[src/rtl/dmem_align_unit.sv]
// Load/store alignment unit between the LSU and the D-cache: issues word-aligned
// cache transactions with lane masks, splits word-crossing accesses, and extends load data.
module dmem_align_unit #(
  parameter bit ALLOW_MISALIGNED = 1'b1,
  parameter int XLEN             = 32
) (
  input  logic            clk,
  input  logic            reset_n,
  output logic            req_ready,
  input  logic            req_valid,
  input  logic [XLEN-1:0] req_addr,
  input  logic            req_wen,
  input  logic [1:0]      req_size,
  input  logic            req_signed,
  input  logic [XLEN-1:0] req_wdata,
  input  logic [1:0]      req_pte,
  output logic            resp_valid,
  output logic            resp_error,
  output logic            resp_errty,
  output logic [XLEN-1:0] resp_rdata,
  input  logic            creq_ready,
  output logic            creq_valid,
  output logic [XLEN-1:0] creq_addr,
  output logic            creq_wen,
  output logic [XLEN-1:0] creq_wdata,
  output logic [3:0]      creq_wmask,
  output logic [1:0]      creq_pte,
  input  logic            cresp_valid,
  input  logic            cresp_error,
  input  logic            cresp_errty,
  input  logic [XLEN-1:0] cresp_rdata
);

  localparam logic [1:0] SIZE_B = 2'd0;
  localparam logic [1:0] SIZE_H = 2'd1;
  localparam logic [1:0] SIZE_D = 2'd3;
  localparam logic FE_PAGE_FAULT   = 1'b0;
  localparam logic FE_ACCESS_FAULT = 1'b1;

  typedef enum logic [2:0] {
    ST_IDLE  = 3'd0,
    ST_REQ0  = 3'd1,
    ST_WAIT0 = 3'd2,
    ST_REQ1  = 3'd3,
    ST_WAIT1 = 3'd4,
    ST_RESP  = 3'd5
  } state_t;

  state_t          state_r;
  logic [XLEN-1:0] addr_r;
  logic [XLEN-1:0] wdata_r;
  logic [XLEN-1:0] lo_r;
  logic [1:0]      size_r;
  logic            signed_r;
  logic            wen_r;

  logic [1:0]      src_off_s;
  logic [1:0]      src_size_s;
  logic [XLEN-1:0] src_wdata_s;
  logic [7:0]      mask8_s;
  logic [63:0]     lanes_s;
  logic            cross_s;
  logic            misalign_fault_s;

  function automatic logic [3:0] size_byte_mask(input logic [1:0] size);
    case (size)
      SIZE_B:  return 4'b0001;
      SIZE_H:  return 4'b0011;
      default: return 4'b1111;
    endcase
  endfunction

  function automatic logic naturally_aligned(input logic [1:0] size, input logic [1:0] off);
    case (size)
      SIZE_B:  return 1'b1;
      SIZE_H:  return (off[0] == 1'b0);
      default: return (off == 2'b00);
    endcase
  endfunction

  function automatic logic [31:0] extend_load(input logic [31:0] lo, input logic [31:0] hi,
                                              input logic [1:0] off, input logic [1:0] size,
                                              input logic sgn);
    logic [63:0] shifted;
    shifted = {hi, lo} >> {off, 3'b000};
    case (size)
      SIZE_B:  return {{24{sgn & shifted[7]}}, shifted[7:0]};
      SIZE_H:  return {{16{sgn & shifted[15]}}, shifted[15:0]};
      default: return shifted[31:0];
    endcase
  endfunction

  // Lane geometry: taken from the live request while idle, from the latched copy afterwards.
  always_comb begin
    src_off_s   = addr_r[1:0];
    src_size_s  = size_r;
    src_wdata_s = wdata_r;
    if (state_r == ST_IDLE) begin
      src_off_s   = req_addr[1:0];
      src_size_s  = req_size;
      src_wdata_s = req_wdata;
    end else begin
      src_off_s   = addr_r[1:0];
      src_size_s  = size_r;
      src_wdata_s = wdata_r;
    end
    mask8_s          = {4'b0000, size_byte_mask(src_size_s)} << src_off_s;
    lanes_s          = {32'd0, src_wdata_s} << {src_off_s, 3'b000};
    cross_s          = (mask8_s[7:4] != 4'b0000);
    misalign_fault_s = (ALLOW_MISALIGNED == 1'b0) && !naturally_aligned(src_size_s, src_off_s);
  end

  // Control FSM with all outputs registered.
  always_ff @(posedge clk or negedge reset_n) begin
    if (!reset_n) begin
      state_r    <= ST_IDLE;
      req_ready  <= 1'b1;
      resp_valid <= 1'b0;
      resp_error <= 1'b0;
      resp_errty <= 1'b0;
      resp_rdata <= 32'd0;
      creq_valid <= 1'b0;
      creq_addr  <= 32'd0;
      creq_wen   <= 1'b0;
      creq_wdata <= 32'd0;
      creq_wmask <= 4'b0000;
      creq_pte   <= 2'b00;
      addr_r     <= 32'd0;
      wdata_r    <= 32'd0;
      lo_r       <= 32'd0;
      size_r     <= 2'b00;
      signed_r   <= 1'b0;
      wen_r      <= 1'b0;
    end else begin
      case (state_r)
        ST_IDLE: begin
          if (req_valid && req_ready) begin
            addr_r    <= req_addr;
            wdata_r   <= req_wdata;
            size_r    <= req_size;
            signed_r  <= req_signed;
            wen_r     <= req_wen;
            req_ready <= 1'b0;
            if ((req_size == SIZE_D) || misalign_fault_s) begin
              state_r    <= ST_RESP;
              resp_valid <= 1'b1;
              resp_error <= 1'b1;
              resp_errty <= FE_ACCESS_FAULT;
              resp_rdata <= 32'd0;
            end else begin
              state_r    <= ST_REQ0;
              creq_valid <= 1'b1;
              creq_addr  <= {req_addr[31:2], 2'b00};
              creq_wen   <= req_wen;
              creq_wdata <= lanes_s[31:0];
              creq_wmask <= mask8_s[3:0];
              creq_pte   <= req_pte;
            end
          end
        end
        ST_REQ0: begin
          if (creq_ready) begin
            creq_valid <= 1'b0;
            state_r    <= ST_WAIT0;
          end
        end
        ST_WAIT0: begin
          if (cresp_valid) begin
            lo_r <= cresp_rdata;
            if (cresp_error) begin
              state_r    <= ST_RESP;
              resp_valid <= 1'b1;
              resp_error <= 1'b1;
              resp_errty <= cresp_errty;
              resp_rdata <= 32'd0;
            end else if (cross_s) begin
              state_r    <= ST_REQ1;
              creq_valid <= 1'b1;
              creq_addr  <= creq_addr + 32'd4;
              creq_wdata <= lanes_s[63:32];
              creq_wmask <= mask8_s[7:4];
            end else begin
              state_r    <= ST_RESP;
              resp_valid <= 1'b1;
              resp_error <= 1'b0;
              resp_errty <= FE_PAGE_FAULT;
              resp_rdata <= wen_r ? 32'd0
                                  : extend_load(cresp_rdata, 32'd0, addr_r[1:0], size_r, signed_r);
            end
          end
        end
        ST_REQ1: begin
          if (creq_ready) begin
            creq_valid <= 1'b0;
            state_r    <= ST_WAIT1;
          end
        end
        ST_WAIT1: begin
          // A faulting second half still leaves the first store half committed.
          if (cresp_valid) begin
            state_r    <= ST_RESP;
            resp_valid <= 1'b1;
            resp_error <= cresp_error;
            resp_errty <= cresp_error ? cresp_errty : FE_PAGE_FAULT;
            resp_rdata <= (wen_r || cresp_error) ? 32'd0
                          : extend_load(lo_r, cresp_rdata, addr_r[1:0], size_r, signed_r);
          end
        end
        ST_RESP: begin
          resp_valid <= 1'b0;
          req_ready  <= 1'b1;
          state_r    <= ST_IDLE;
        end
        default: begin
          state_r    <= ST_IDLE;
          req_ready  <= 1'b1;
          resp_valid <= 1'b0;
          creq_valid <= 1'b0;
        end
      endcase
    end
  end

endmodule
[config.mk]
export PLATFORM = sky130hd
export DESIGN_NAME = dmem_align_unit
export DESIGN_NICKNAME = d
export VERILOG_FILES = /design/src/rtl/dmem_align_unit.sv
export SDC_FILE = /design/constraint.sdc
export NUM_CORES = 1
export LEC_CHECK = 0
export CAP_MARGIN = 20
export CORE_UTILIZATION = 48
export DETAILED_ROUTE_END_ITERATION = 10
export PLACE_DENSITY = 0.85
export SYNTH_ARGS = -nofsm -noshare
export SYNTH_HDL_FRONTEND = slang
export SYNTH_SLANG_ARGS = --single-unit
[constraint.sdc]
create_clock -name clk -period 1.85 [get_ports clk]
set_input_delay 0.37 -clock clk [delete_from_list [all_inputs] [get_ports clk]]
set_output_delay 0.37 -clock clk [all_outputs]
set_load 0.02 [all_outputs]
=== Yosys cells after proc, flatten, opt, wreduce, memory -nomap -nowiden ===
Cells that the tools add are included.

* Bitwise gates (word level): 8
* Equality and inequality tests: 19
* Shift-type cells: 4
* Mux-type cells: 68
* Add/subtract/negate cells: 1
* Reductions and logical operators: 20

{| class="wikitable"
|+ Operator list
! operator !! number
|-
| 32-bit 2-to-1 mux || 19
|-
| 32-bit case mux with 2 select lines || 4
|-
| 32-bit case mux with 3 select lines || 1
|-
| 32-bit by 5-bit left shift with 64-bit output || 1
|-
| 64-bit by 5-bit >> shifter with 32-bit output || 1
|-
| 32-bit by 3-bit adder with 32-bit output (second input constant) || 1
|-
| 32-bit by 5-bit >> shifter with 32-bit output || 1
|-
| 3-bit 2-to-1 mux || 8
|-
| 1-bit 2-to-1 mux || 21
|-
| 4-bit 2-to-1 mux || 5
|-
| 6-bit AND reduction || 3
|-
| 4-bit case mux with 2 select lines || 2
|-
| 3-bit case mux with 5 select lines || 1
|-
| 2-bit inequality test (second input constant) || 7
|-
| 1-bit case mux with 4 select lines || 2
|-
| 4-bit by 2-bit left shift with 8-bit output || 1
|-
| 7-bit AND reduction || 1
|-
| 3-bit by 2-bit equality test with 1-bit output (second input constant) || 2
|-
| 3-bit equality test (second input constant) || 2
|-
| 2-bit by 1-bit inequality test with 1-bit output (second input constant) || 3
|-
| 1-bit case mux with 3 select lines || 2
|-
| 2-bit AND reduction || 3
|-
| 5-bit AND reduction || 1
|-
| 1-bit bitwise AND || 4
|-
| 17 further kinds || 24
|}

* Bits of input ports: 109
* Logic and storage cells: 138
* Register bits after elaboration: 181
* Output and inout bits: 108

=== Depth between registers and ports, before layout ===
Gate-level depths: netlist of the first run.

* Depth after elaboration: 10
* Mapped depth: 10
* Gate-level depth less buffers: 6

=== Worst setup path before layout of the first run ===
OpenSTA, ideal clock, no wires.

* Path type: register to register
* Start: register creq_addr[2]
* End: register creq_addr[28]
* Arrival: 2073 ps
* Data required time: 1726 ps
* Period minus slack after synthesis: 2197 ps
* Cell stages (with the launch flop): 7
* Buffers on the path: 0
* Setup slack: -347 ps
* Cell sequence: dfrtp_1 ha_1 nand3_2 nor4_1 nand3_1 o22ai_1 a2bb2oi_2

* Cells in the longest elaborated chain, start to end: 5

{| class="wikitable"
|+ RTL lines
! element !! line !! RTL
|-
| from (decl) || 23 || <nowiki>output logic [XLEN-1:0] creq_addr,</nowiki>
|-
| from (signal assigned) || 153 || <nowiki>creq_addr <= {req_addr[31:2], 2'b00};</nowiki>
|-
| from (signal assigned) || 179 || <nowiki>creq_addr <= creq_addr + 32'd4;</nowiki>
|-
| 32-bit by 3-bit adder with 32-bit output || 179 ||
|-
| 32-bit 2-to-1 mux || 176 || <nowiki>end else if (cross_s) begin</nowiki>
|-
| 32-bit 2-to-1 mux || 170 || <nowiki>if (cresp_error) begin</nowiki>
|-
| 32-bit 2-to-1 mux || 168 || <nowiki>if (cresp_valid) begin</nowiki>
|-
| 32-bit case mux with 2 select lines || 135 || <nowiki>case (state_r)</nowiki>
|}

No other way between the ends. The select of a mux whose other input is x is not followed.
A chain may end at the register's enable or synchronous reset.

=== Worst setup path in the final report of the first run ===
* Start: register state_r[1]
* End: register creq_wdata[15]

* Cells in the longest elaborated chain, start to end: 8
* Elaborated cells on any way between the ends: 24
* Classes of those cells: eq/ne: 7; shift: 2; mux: 10; reduce/logical: 5

{| class="wikitable"
|+ RTL lines
! element !! line !! RTL
|-
| from (decl) || 49 || <nowiki>state_t state_r;</nowiki>
|-
| from (signal assigned) || 116 || <nowiki>state_r <= ST_IDLE;</nowiki>
|-
| from (signal assigned) || 145 || <nowiki>state_r <= ST_RESP;</nowiki>
|-
| from (signal assigned) || 151 || <nowiki>state_r <= ST_REQ0;</nowiki>
|-
| 3-bit logical NOT || 98, 135 ||
|-
| 2-bit 2-to-1 mux || 98 || <nowiki>if (state_r == ST_IDLE) begin</nowiki>
|-
| 2-bit by 1-bit equality test with 1-bit output / 2-bit logical NOT (equally long branches) || 66 || <nowiki>case (size)</nowiki>
|-
| 4-bit case mux with 2 select lines || 66 ||
|-
| 4-bit by 2-bit left shift with 8-bit output || 107 || <nowiki>mask8_s = {4'b0000, size_byte_mask(src_size_s)} << src_off_s;</nowiki>
|-
| 4-bit nonzero test || 109 || <nowiki>cross_s = (mask8_s[7:4] != 4'b0000);</nowiki>
|-
| 2-bit inequality test (no line) || -- ||
|-
| 6-bit AND reduction (no line) || -- ||
|-
| to (signal assigned) || 155 || <nowiki>creq_wdata <= lanes_s[31:0];</nowiki>
|-
| to (signal assigned) || 180 || <nowiki>creq_wdata <= lanes_s[63:32];</nowiki>
|-
| to (decl) || 25 || <nowiki>output logic [XLEN-1:0] creq_wdata,</nowiki>
|}

Parallel ways exist; a longest one is shown, timed or not. The select of a mux whose other input is x is not followed.

==> results of run 1 <==
==> metal layers <==
layer | vias to the layer above | track usage | wire length (microns)
met5 | - | 0 | 167
met4 | 8 | 0.298 | 6610
met3 | 632 | 0.0944 | 9030
met2 | 1570 | 0.651 | 26300
met1 | 6459 | 0.477 | 19000
li1 | 5111 | - | -
==> path summary, 6_finish.rpt <==
kind                                  from        endpoint  slack, ns  cells after the start
min in group clk                   lo_r[3]         lo_r[3]       0.49                      2
worst max-delay path            state_r[1]  creq_wdata[15]      -0.86                      8
max in group asynchronous          reset_n    creq_addr[3]       0.78                      3
worst max register to register  state_r[1]  creq_wdata[15]      -0.86                      8
worst min-delay path               reset_n   resp_rdata[2]       0.36                      2
worst min register to register     lo_r[3]         lo_r[3]       0.49                      2
==> timing repair <==
action                                 CTS  global route
setup buffers                           44            37
resized for setup                      189           258
hold buffers                             1             0
setup endpoints to repair              179           178
cloned                                  20             9
endpoints found under the hold margin   24             0
pin swaps                               32            41
==> cells in the final DEF (no fill, tap or decap), types with 18 or more instances in the layout <==
cell type,instances
a21oi_2,20
dlymetal6s2s_1,36
mux2i_4,26
nand3_1,18
mux2i_1,104
inv_1,29
clkdlybuf4s50_1,138
nand2_1,172
dfrtp_1,172
dlygate4sd2_1,38
mux4_2,25
clkbuf_16,24
nor2_1,32
a21oi_1,40
mux2_4,44
buf_4,171
a2bb2oi_2,20
buf_12,39
o22ai_1,29
buf_6,42
==> registers in the layout, indices dropped and copies added (netlist names), 3 cells and up <==
signal / cells
creq_addr: 30
creq_wdata: 32
creq_wmask: 4
lo_r: 32
resp_rdata: 32
state_r: 3
wdata_r: 32
==> kinds of logic (layout without fill, tap and decap cells) <==
family,Yosys count,count (layout),share of synthesized area
compound gates,301,302,0.198
other cells,1,8,0.000330
fa+ha+maj,1,1,0.00110
mux,218,219,0.225
buf+inv,128,554,0.0556
flops,179,179,0.394
xor+xnor,1,1,0.000770
simple gates,320,320,0.125
==> cell type report <==
type,instances,area share
clock inverters,15,0.00890
well taps,313,0.0211
flip-flops and latches,179,0.242
multi-input cells,845,0.414
inverters,29,0.00587
diodes,6,0.000809
repair buffers,493,0.285
clock buffers,17,0.0229
==> metrics by stage <==
stage	TNS [ns]	cells	util
CTS	-20.75	1861	0.757
finish	-61.90	1897	0.810
global placement	-46.23	1765	0.665
detailed placement	-51.79	1765	0.665
global route	-66.39	1893	0.809
floorplan	-7.03	1150	-
==> report_power, final <==
group	switching (mW)	total (mW)	internal [mW]
registers	2.18	7.84	5.67
clock network	1.97	3.89	1.92
logic	13.1	24.3	11.2
==> run_results.csv, run 1 <==
group,metric,value,unit
cts,htreeDepth,4,
sta,finClkSkew,0.0202,ns
die,die_area,24300,sq um
sta,relSlewSlack,0.454,
power_and_ir_drop,leakagePower,8.29,nW
synthesis,synthArstFlopShare,1.00,
global_route,grt_pass1_vias,12600,
sta,min_period,2.71,ns
die,dieHeight,156,microns
die,rows,55,
synthesis,synth_top_area_frac,0.391,
synthesis,seq_area_frac_synth,0.394,
status,violations,"DRC, setup timing",
finish,register_area,4490,sq um
status,outcome,"complete, but fails checks",
global_route,grt_util_all_layers,0.406,
sta,tightest_slew,0.816,ns
die,num_io_pins,217,
global_route,grt_overflow,0,
finish,multiInputGateArea,7680,sq um
synthesis,yosys.area.top_type,"dfrtp_1",
cts,cts_buffers,17,
synthesis,synthesis.area,11400,sq um
synthesis,yosys-top-cells-count,"nand2_1 (194), dfrtp_1 (178), mux2i_1 (139)",
finish,drive_above_1_share,0.387,
worst_setup_path,crit_arrival,3.05,ns
cts,cts-root-buf,"clkbuf_16",
route,drc,3,
worst_setup_path,crit_slowest_cell,"a211oi_2",
die,initial_core_util,0.497,
route,drt-initial-drc-count,2409,
synthesis,synth_most_common_cell,"nand2_1",
synthesis,synthFlopType,"dfrtp_1",
worst_setup_path,cp_top_family,"compound AO/OA/AOI/OAI gates",
global_route,grt_start_max_net_pins,65,
worst_setup_path,crit_path_end_kind,"flip-flop",
route,vias_per_cell,7.26,
sta,setup_viol,178,
cts,clkTransAtPathRegs,0.09,ns
sta,finalCritPeriodShare,1.47,
worst_setup_path,cp_num_buf_inv,3,
sta,rsz0062_at_grt,"yes",
finish,layout.nets,1675,
cts,clock_latency,0.47,ns
power_and_ir_drop,peakVddDrop,0.00115,V
worst_setup_path,start_kind,"flip-flop",
placement,port_buffers,214,
sta,finalWorstSetupSlack,-0.862,ns
placement,dp_hpwl,28200,microns
route,wl_per_cell,32.2,microns
global_route,grt_pass1_wl,73600,microns
finish,area.growth.synth_to_final,63.0,%
synthesis,syn-instance-count,1149,
route,totalWireLength,61100,microns
sta,hold_ws,0.359,ns
cts,cts_buffer_depth,2,
placement,placed_area,15200,sq um
cts,cts_sinks,179,
sta,finalHoldViolations,0,
synthesis,syn_avg_cell_area,9.90,sq um
run,drv_cap,0,
die,core,22900,sq um
worst_setup_path,worstPathRequired,2.19,ns
route,via_count,13800,
die,die_w,156,microns
worst_setup_path,cp_max_fo,7,
finish,stdcell_area,18600,sq um
synthesis,ys_ff_latch,179,
min_path,hp-class,"in2async",
worst_setup_path,cpPeakStageDelay,0.54,ns
power_and_ir_drop,p_total,36.0,mW
placement,gp_congestion,0.952,
route,postRouteAntennaNets,0,
synthesis,synth_edf_count,0,
sta,timing.fmax,369,MHz
synthesis,ys_top_cells_by_area,"dfrtp_1 (39%), mux2i_1 (12%), nand2_1 (6.4%), mux2_2 (5.3%), mux4_2 (4.9%)",
synthesis,yosys_warnings,0,
placement,dp_slack,-0.524,ns
power_and_ir_drop,p_per_area,1940,nW/um^2
global_route,grt_antenna_before_repair,5,
sta,drv_slew,0,
cts,cts_tree,"done",
worst_setup_path,path_class,"reg2reg",
finish,fillers,1160,
worst_setup_path,path_cells,"buf_6, or3_4, buf_12, buf_4, a211oi_2, a21oi_2, a221oi_2, nor2_1",
route,drt_pre_antenna_iters,11,
synthesis,synth_cell_types,73,
Note: power is estimated with default switching activity, not from simulation.
==> run 2, diff against run 1 <==
ABC_CLOCK_PERIOD_IN_PS = 1850   (was unset)
==> results of run 2 <==
Final layout, timing and power as in run 1 (identical DEF).
